**src/rtl/margin_seq_ctrl.sv**
```systemverilog
// Phase sequencer for the margin-sampling datapath: reads L samples from BRAM A,
// drains the margin pipeline, triggers the merge tree, and writes B entries to BRAM B.
module margin_seq_ctrl #(
    parameter int MAX_DATA_LENGTH       = 4608,
    parameter int MAX_BATCH_SIZE        = 512,
    parameter int MARGIN_PIPELINE_DEPTH = 3,
    parameter int N_REGISTERSBANKS      = 4,
    parameter int LEN_W                 = $clog2(MAX_DATA_LENGTH + 1),
    parameter int BAT_W                 = $clog2(MAX_BATCH_SIZE + 1),
    parameter int AW_A                  = $clog2(MAX_DATA_LENGTH),
    parameter int AW_B                  = $clog2(MAX_BATCH_SIZE)
) (
    input  logic             clk,
    input  logic             rst_n,
    input  logic             Start,
    input  logic             Abort,
    input  logic [LEN_W-1:0] CfgLength,
    input  logic [BAT_W-1:0] CfgBatch,
    output logic             Ready,
    output logic             Busy,
    output logic             Done,
    output logic             Aborted,
    output logic             CfgErr,
    output logic             EnA,
    output logic [AW_A-1:0]  AddrA,
    output logic             MrgnPipelineEn,
    output logic             MrgnSrc,
    output logic             IndxEn,
    output logic             TrigMTree,
    output logic             EnB,
    output logic [3:0]       WeB,
    output logic [AW_B-1:0]  AddrB,
    output logic [2:0]       Phase
);

    localparam int DEPTH = MARGIN_PIPELINE_DEPTH;
    localparam int CNT_W = (LEN_W > BAT_W) ? LEN_W : BAT_W;

    localparam logic [CNT_W-1:0] CNT_ZERO = {CNT_W{1'b0}};
    localparam logic [CNT_W-1:0] CNT_ONE  = {{(CNT_W-1){1'b0}}, 1'b1};
    localparam logic [AW_A-1:0]  A_ONE    = {{(AW_A-1){1'b0}}, 1'b1};
    localparam logic [AW_B-1:0]  B_ONE    = {{(AW_B-1){1'b0}}, 1'b1};
    localparam logic [CNT_W-1:0] DRAIN_LAST = CNT_W'(DEPTH);
    localparam logic [CNT_W-1:0] TREE_LAST  = CNT_W'(N_REGISTERSBANKS - 1);

    typedef enum logic [2:0] {
        S_IDLE  = 3'd0,
        S_READ  = 3'd1,
        S_DRAIN = 3'd2,
        S_TREE  = 3'd3,
        S_WRITE = 3'd4,
        S_DONE  = 3'd5
    } state_t;

    state_t            state_r;
    logic [LEN_W-1:0]  len_r;
    logic [BAT_W-1:0]  bat_r;
    logic [CNT_W-1:0]  cnt_r;
    logic [DEPTH:0]    tok_r;
    logic              ready_r, busy_r, done_r, aborted_r, cfg_err_r;
    logic              en_a_r, pipe_en_r, src_r, trig_r, en_b_r;
    logic [AW_A-1:0]   addr_a_r;
    logic [AW_B-1:0]   addr_b_r;
    logic [3:0]        we_b_r;

    logic [CNT_W-1:0]  len_ext_s, bat_ext_s, len_last_s, bat_last_s;
    logic              cfg_bad_s;
    logic [DEPTH+1:0]  tok_shift_s;

    // Config legality check, phase end counts and next valid-token vector.
    always_comb begin
        len_ext_s   = CNT_W'(CfgLength);
        bat_ext_s   = CNT_W'(CfgBatch);
        cfg_bad_s   = (len_ext_s == CNT_ZERO) || (bat_ext_s == CNT_ZERO) || (bat_ext_s > len_ext_s);
        len_last_s  = CNT_W'(len_r) - CNT_ONE;
        bat_last_s  = CNT_W'(bat_r) - CNT_ONE;
        tok_shift_s = {tok_r, en_a_r};
    end

    // Sequencer FSM; every output is registered alongside the state it belongs to.
    always_ff @(posedge clk or negedge rst_n) begin
        if (!rst_n) begin
            state_r   <= S_IDLE;
            len_r     <= '0;
            bat_r     <= '0;
            cnt_r     <= '0;
            tok_r     <= '0;
            ready_r   <= 1'b1;
            busy_r    <= 1'b0;
            done_r    <= 1'b0;
            aborted_r <= 1'b0;
            cfg_err_r <= 1'b0;
            en_a_r    <= 1'b0;
            addr_a_r  <= '0;
            pipe_en_r <= 1'b0;
            src_r     <= 1'b1;
            trig_r    <= 1'b0;
            en_b_r    <= 1'b0;
            we_b_r    <= 4'h0;
            addr_b_r  <= '0;
        end else begin
            done_r    <= 1'b0;
            aborted_r <= 1'b0;
            cfg_err_r <= 1'b0;
            tok_r     <= tok_shift_s[DEPTH:0];
            // DONE finishes regardless of Abort; every other busy phase is cancelled.
            if (Abort && (state_r != S_IDLE) && (state_r != S_DONE)) begin
                state_r   <= S_IDLE;
                aborted_r <= 1'b1;
                tok_r     <= '0;
                cnt_r     <= '0;
                ready_r   <= 1'b1;
                busy_r    <= 1'b0;
                en_a_r    <= 1'b0;
                addr_a_r  <= '0;
                pipe_en_r <= 1'b0;
                src_r     <= 1'b1;
                trig_r    <= 1'b0;
                en_b_r    <= 1'b0;
                we_b_r    <= 4'h0;
                addr_b_r  <= '0;
            end else begin
                case (state_r)
                    S_IDLE: begin
                        if (Start && !Abort) begin
                            if (cfg_bad_s) begin
                                cfg_err_r <= 1'b1;
                            end else begin
                                state_r   <= S_READ;
                                len_r     <= CfgLength;
                                bat_r     <= CfgBatch;
                                cnt_r     <= '0;
                                ready_r   <= 1'b0;
                                busy_r    <= 1'b1;
                                en_a_r    <= 1'b1;
                                addr_a_r  <= '0;
                                pipe_en_r <= 1'b1;
                                src_r     <= 1'b0;
                            end
                        end
                    end
                    S_READ: begin
                        if (cnt_r == len_last_s) begin
                            state_r  <= S_DRAIN;
                            cnt_r    <= '0;
                            en_a_r   <= 1'b0;
                            addr_a_r <= '0;
                        end else begin
                            cnt_r    <= cnt_r + CNT_ONE;
                            addr_a_r <= addr_a_r + A_ONE;
                        end
                    end
                    S_DRAIN: begin
                        if (cnt_r == DRAIN_LAST) begin
                            state_r   <= S_TREE;
                            cnt_r     <= '0;
                            pipe_en_r <= 1'b0;
                            src_r     <= 1'b1;
                            trig_r    <= 1'b1;
                        end else begin
                            cnt_r <= cnt_r + CNT_ONE;
                        end
                    end
                    S_TREE: begin
                        if (cnt_r == TREE_LAST) begin
                            state_r  <= S_WRITE;
                            cnt_r    <= '0;
                            trig_r   <= 1'b0;
                            en_b_r   <= 1'b1;
                            we_b_r   <= 4'hf;
                            addr_b_r <= '0;
                        end else begin
                            cnt_r <= cnt_r + CNT_ONE;
                        end
                    end
                    S_WRITE: begin
                        if (cnt_r == bat_last_s) begin
                            state_r  <= S_DONE;
                            cnt_r    <= '0;
                            en_b_r   <= 1'b0;
                            we_b_r   <= 4'h0;
                            addr_b_r <= '0;
                            done_r   <= 1'b1;
                        end else begin
                            cnt_r    <= cnt_r + CNT_ONE;
                            addr_b_r <= addr_b_r + B_ONE;
                        end
                    end
                    S_DONE: begin
                        state_r <= S_IDLE;
                        ready_r <= 1'b1;
                        busy_r  <= 1'b0;
                    end
                    default: begin
                        state_r   <= S_IDLE;
                        cnt_r     <= '0;
                        tok_r     <= '0;
                        ready_r   <= 1'b1;
                        busy_r    <= 1'b0;
                        en_a_r    <= 1'b0;
                        addr_a_r  <= '0;
                        pipe_en_r <= 1'b0;
                        src_r     <= 1'b1;
                        trig_r    <= 1'b0;
                        en_b_r    <= 1'b0;
                        we_b_r    <= 4'h0;
                        addr_b_r  <= '0;
                    end
                endcase
            end
        end
    end

    assign Ready          = ready_r;
    assign Busy           = busy_r;
    assign Done           = done_r;
    assign Aborted        = aborted_r;
    assign CfgErr         = cfg_err_r;
    assign EnA            = en_a_r;
    assign AddrA          = addr_a_r;
    assign MrgnPipelineEn = pipe_en_r;
    assign MrgnSrc        = src_r;
    assign IndxEn         = tok_r[DEPTH];
    assign TrigMTree      = trig_r;
    assign EnB            = en_b_r;
    assign WeB            = we_b_r;
    assign AddrB          = addr_b_r;
    assign Phase          = state_r;

endmodule

```
**config.mk**
```make
export PLATFORM = sky130hd
export DESIGN_NAME = margin_seq_ctrl
export DESIGN_NICKNAME = d
export VERILOG_FILES = /design/src/rtl/margin_seq_ctrl.sv
export SDC_FILE = /design/constraint.sdc
export NUM_CORES = 1
export LEC_CHECK = 0
export ABC_AREA = 1
export BUFFER_PORTS_ARGS = -buffer_cell sky130_fd_sc_hd__buf_2
export CORE_ASPECT_RATIO = 1.2
export CORE_UTILIZATION = 48
export CTS_BUF_LIST = sky130_fd_sc_hd__clkbuf_4
export DETAILED_ROUTE_END_ITERATION = 10
export PLACE_DENSITY = 0.68
export SLEW_MARGIN = 40
export SYNTH_ARGS = -nofsm -noshare
export SYNTH_HDL_FRONTEND = slang
export SYNTH_SLANG_ARGS = --single-unit
```
**constraint.sdc**
```tcl
create_clock -name clk -period 5.7 [get_ports clk]
set_input_delay 0.855 -clock clk [delete_from_list [all_inputs] [get_ports clk]]
set_output_delay 0.855 -clock clk [all_outputs]
set_load 0.03 [all_outputs]
```
==> results.json <==
{
  "worstPathArrival_ns": 2.80,
  "path_max_fanout": 13,
  "grt_start_max_net_pins": 76,
  "hold_viol": 0,
  "cp-start-kind": "primary input",
  "ys_ff_latch": 75,
  "n_antenna_cell": 0,
  "row_count": 41,
  "async_flop_share": 1.00,
  "layout.area.seq_sq_um": 1880,
  "placed_area_sq_um": 5530,
  "final_nets": 831,
  "synth-edff-count": 0,
  "numPortBuffers": 66,
  "setup_tns_ns": 0,
  "cts_setup_buffers": 0,
  "hold_buffers": 0,
  "drive_above_1_share": 0.156,
  "nFillCells": 1063,
  "dieArea_sq_um": 11100,
  "htree_levels": 3,
  "fin_cells": 922,
  "first_iter_violations": 269,
  "track_usage": 0.239,
  "synth_nets": 776,
  "syn_avg_cell_area_sq_um": 7.01,
  "cts_tree": "yes",
  "synth.distinct_cells": 35,
  "yosys_warnings": 0,
  "post_drt_wl_per_cell_um": 13.3,
  "start_util": 0.492,
  "finalMaxSlewViolations": 0,
  "yosys.area.top_type": "dfrtp_1",
  "yosysMostFrequentCell": "nand2_1",
  "cts_resized": 0,
  "p_leak_nw": 3.19,
  "tightestPinTransition_ns": 0.714,
  "cts_sinks": 75,
  "grt_pass1_vias": 4424,
  "first_pass_iters": 5,
  "status": "finished, final reports clean",
  "multiInputGateArea_sq_um": 2720,
  "synthTopCellsByCount": "225 x nand2_1, 104 x inv_1, 73 x dfrtp_1",
  "route.detailed.drc": 0,
  "worstSetupPathType": "primary input to register",
  "place_hpwl_um": 9360,
  "ir_worst_vdd_uv": 230,
  "synth_seq_area_share": 0.365,
  "gp_congestion": 0.891,
  "syn2layout_area_growth_pct": 9.89,
  "setup_viol": 0,
  "numCtsBuffers": 9,
  "rsz0062_at_grt": "false",
  "routed_wl_um": 12200,
  "clock-root-buffer": "clkbuf_4",
  "fp.dieH_um": 115,
  "yosys-top-cells-area": "dfrtp_1 35%, nand2_1 16%, inv_1 7.6%, xor2_1 5.6%, nand3_1 5.1%",
  "synth_top_cell_area_share": 0.355,
  "io_pins": 67,
  "grt_overflow": 0,
  "power-per-cell-area_nw_per_um2": 425,
  "min_path_type": "primary input to asynchronous set/reset pin",
  "vias": 4714,
  "placedCellCount": 907,
  "clkLatencyLatePin_ns": 0.43,
  "cap_violations": 0,
  "finalPower_mw": 2.40,
  "postRouteAntennaNets": 0,
  "slew_headroom": 0.523,
  "postSynthCellCount": 734,
  "skew_ns": 0.0185,
  "netlist_area_sq_um": 5150,
  "synth_flop_cell": "dfrtp_1",
  "fin_crit_sh": 0.425,
  "fmax_mhz": 412,
  "vias_per_cell": 5.11,
  "die_w_um": 96.5,
  "grt_pass1_wl_um": 20700,
  "cp-end-kind": "register",
  "required_ns": 6.07,
  "core_sq_um": 10500,
  "antenna_found_initial": 0,
  "cts_buffer_depth": 2,
  "final_cell_area_sq_um": 5660,
  "final.min_clock_period_ns": 2.43,
  "path_clk_slew_ns": 0.11
}
kinds of logic (layout without fill, tap and decap cells):
group                      after synthesis  in the layout  share of synthesized area
buffers and inverters                  135            194                      0.107
adders and majority gates               15             15                     0.0365
AOI/OAI and AO/OA                       47             47                     0.0484
and+or+nand+nor                        420            420                      0.372
xor gates and xnor gates                42             42                     0.0715
DFF                                     75             75                      0.365
where the power goes:
part	switching, mW	leakage, nW	total [mW]	internal, mW
clock network	0.186	0.0699	0.320	0.135
registers	0.158	0.982	0.835	0.676
logic	0.853	2.14	1.25	0.395
critical path, cell delays in order:
cell,delay (ns)
buf_2,0.08
inv_1,0.06
ha_1,0.31
nand2_1,0.08
inv_1,0.06
nand3b_1,0.09
nand3_1,0.09
nand2_1,0.06
nand2_1,0.05
nand2_1,0.10
nand3_1,0.12
nand2_2,0.13
nand2_1,0.27
inv_1,0.19
nand2_1,0.07
nand2_1,0.06
inv_1,0.04
nor2_1,0.08
stage by stage:
step	setup slack, ns	hold WS (ns)	utilization
5_1_grt	2.99	0.488	0.541
2_1_floorplan	3.26	0.440	-
6_report	3.27	0.410	0.541
4_1_cts	3.29	0.455	0.541
3_5_place_dp	2.82	0.458	0.528
3_3_place_gp	2.87	0.454	0.528
sequential cells by signal, indices dropped and copies added, names as in the netlist, 3 cells and up:
| name | cells |
|---|---|
| tok_r | 4 |
| cnt_r | 13 |
| AddrB | 9 |
| bat_r | 10 |
| AddrA | 13 |
| len_r | 13 |
| Phase | 3 |
layout by cell type (no fill, tap or decap), drive strengths merged:
| cell | synthesis | routed |
|---|---|---|
| a211oi | 1 | 1 |
| a21o | 1 | 1 |
| a21oi | 13 | 13 |
| buf | 18 | 68 |
| bufinv | 0 | 1 |
| clkbuf | 6 | 10 |
| clkinv | 1 | 4 |
| clkinvlp | 0 | 1 |
| dfrtp | 73 | 73 |
| dfstp | 2 | 2 |
| ha | 15 | 15 |
| inv | 110 | 110 |
| nand2 | 232 | 232 |
| nand3 | 65 | 65 |
| nand3b | 5 | 5 |
| nand4 | 27 | 27 |
| nor2 | 80 | 80 |
| nor3 | 5 | 5 |
| nor4 | 5 | 5 |
| o21a | 2 | 2 |
| o21ai | 28 | 28 |
| o22ai | 1 | 1 |
| o31ai | 1 | 1 |
| or3 | 1 | 1 |
| xnor2 | 9 | 9 |
| xor2 | 33 | 33 |
area by class of cell:
type	instances	area share
Inverter	111	0.0737
Clock buffer	10	0.0133
Clock inverter	5	0.00973
Sequential cell	75	0.332
Timing Repair Buffer	68	0.0622
Multi-Input combinational cell	524	0.480
Tap cell	129	0.0285
worst paths after layout:
kind                         startpoint  slack (ns)   endpoint  cells past startpoint
max                        CfgLength[2]        3.27  AddrA[10]                     18
min                               rst_n        0.41   cnt_r[4]                      1
max reg2reg                    Phase[1]        3.28  AddrA[10]                     12
min reg2reg                    tok_r[1]        0.48   tok_r[2]                      2
max in group asynchronous         rst_n        4.77  len_r[10]                      1
min in group clk               tok_r[1]        0.48   tok_r[2]                      2
routing by layer:
layer	vias up	global-route usage	wire length (um)
met5	-	0	0
met4	0	0.124	328
met3	27	0.0308	498
met2	119	0.384	5940
met1	2158	0.314	5460
li1	2410	-	-
Note: power is estimated with default switching activity, not from simulation.
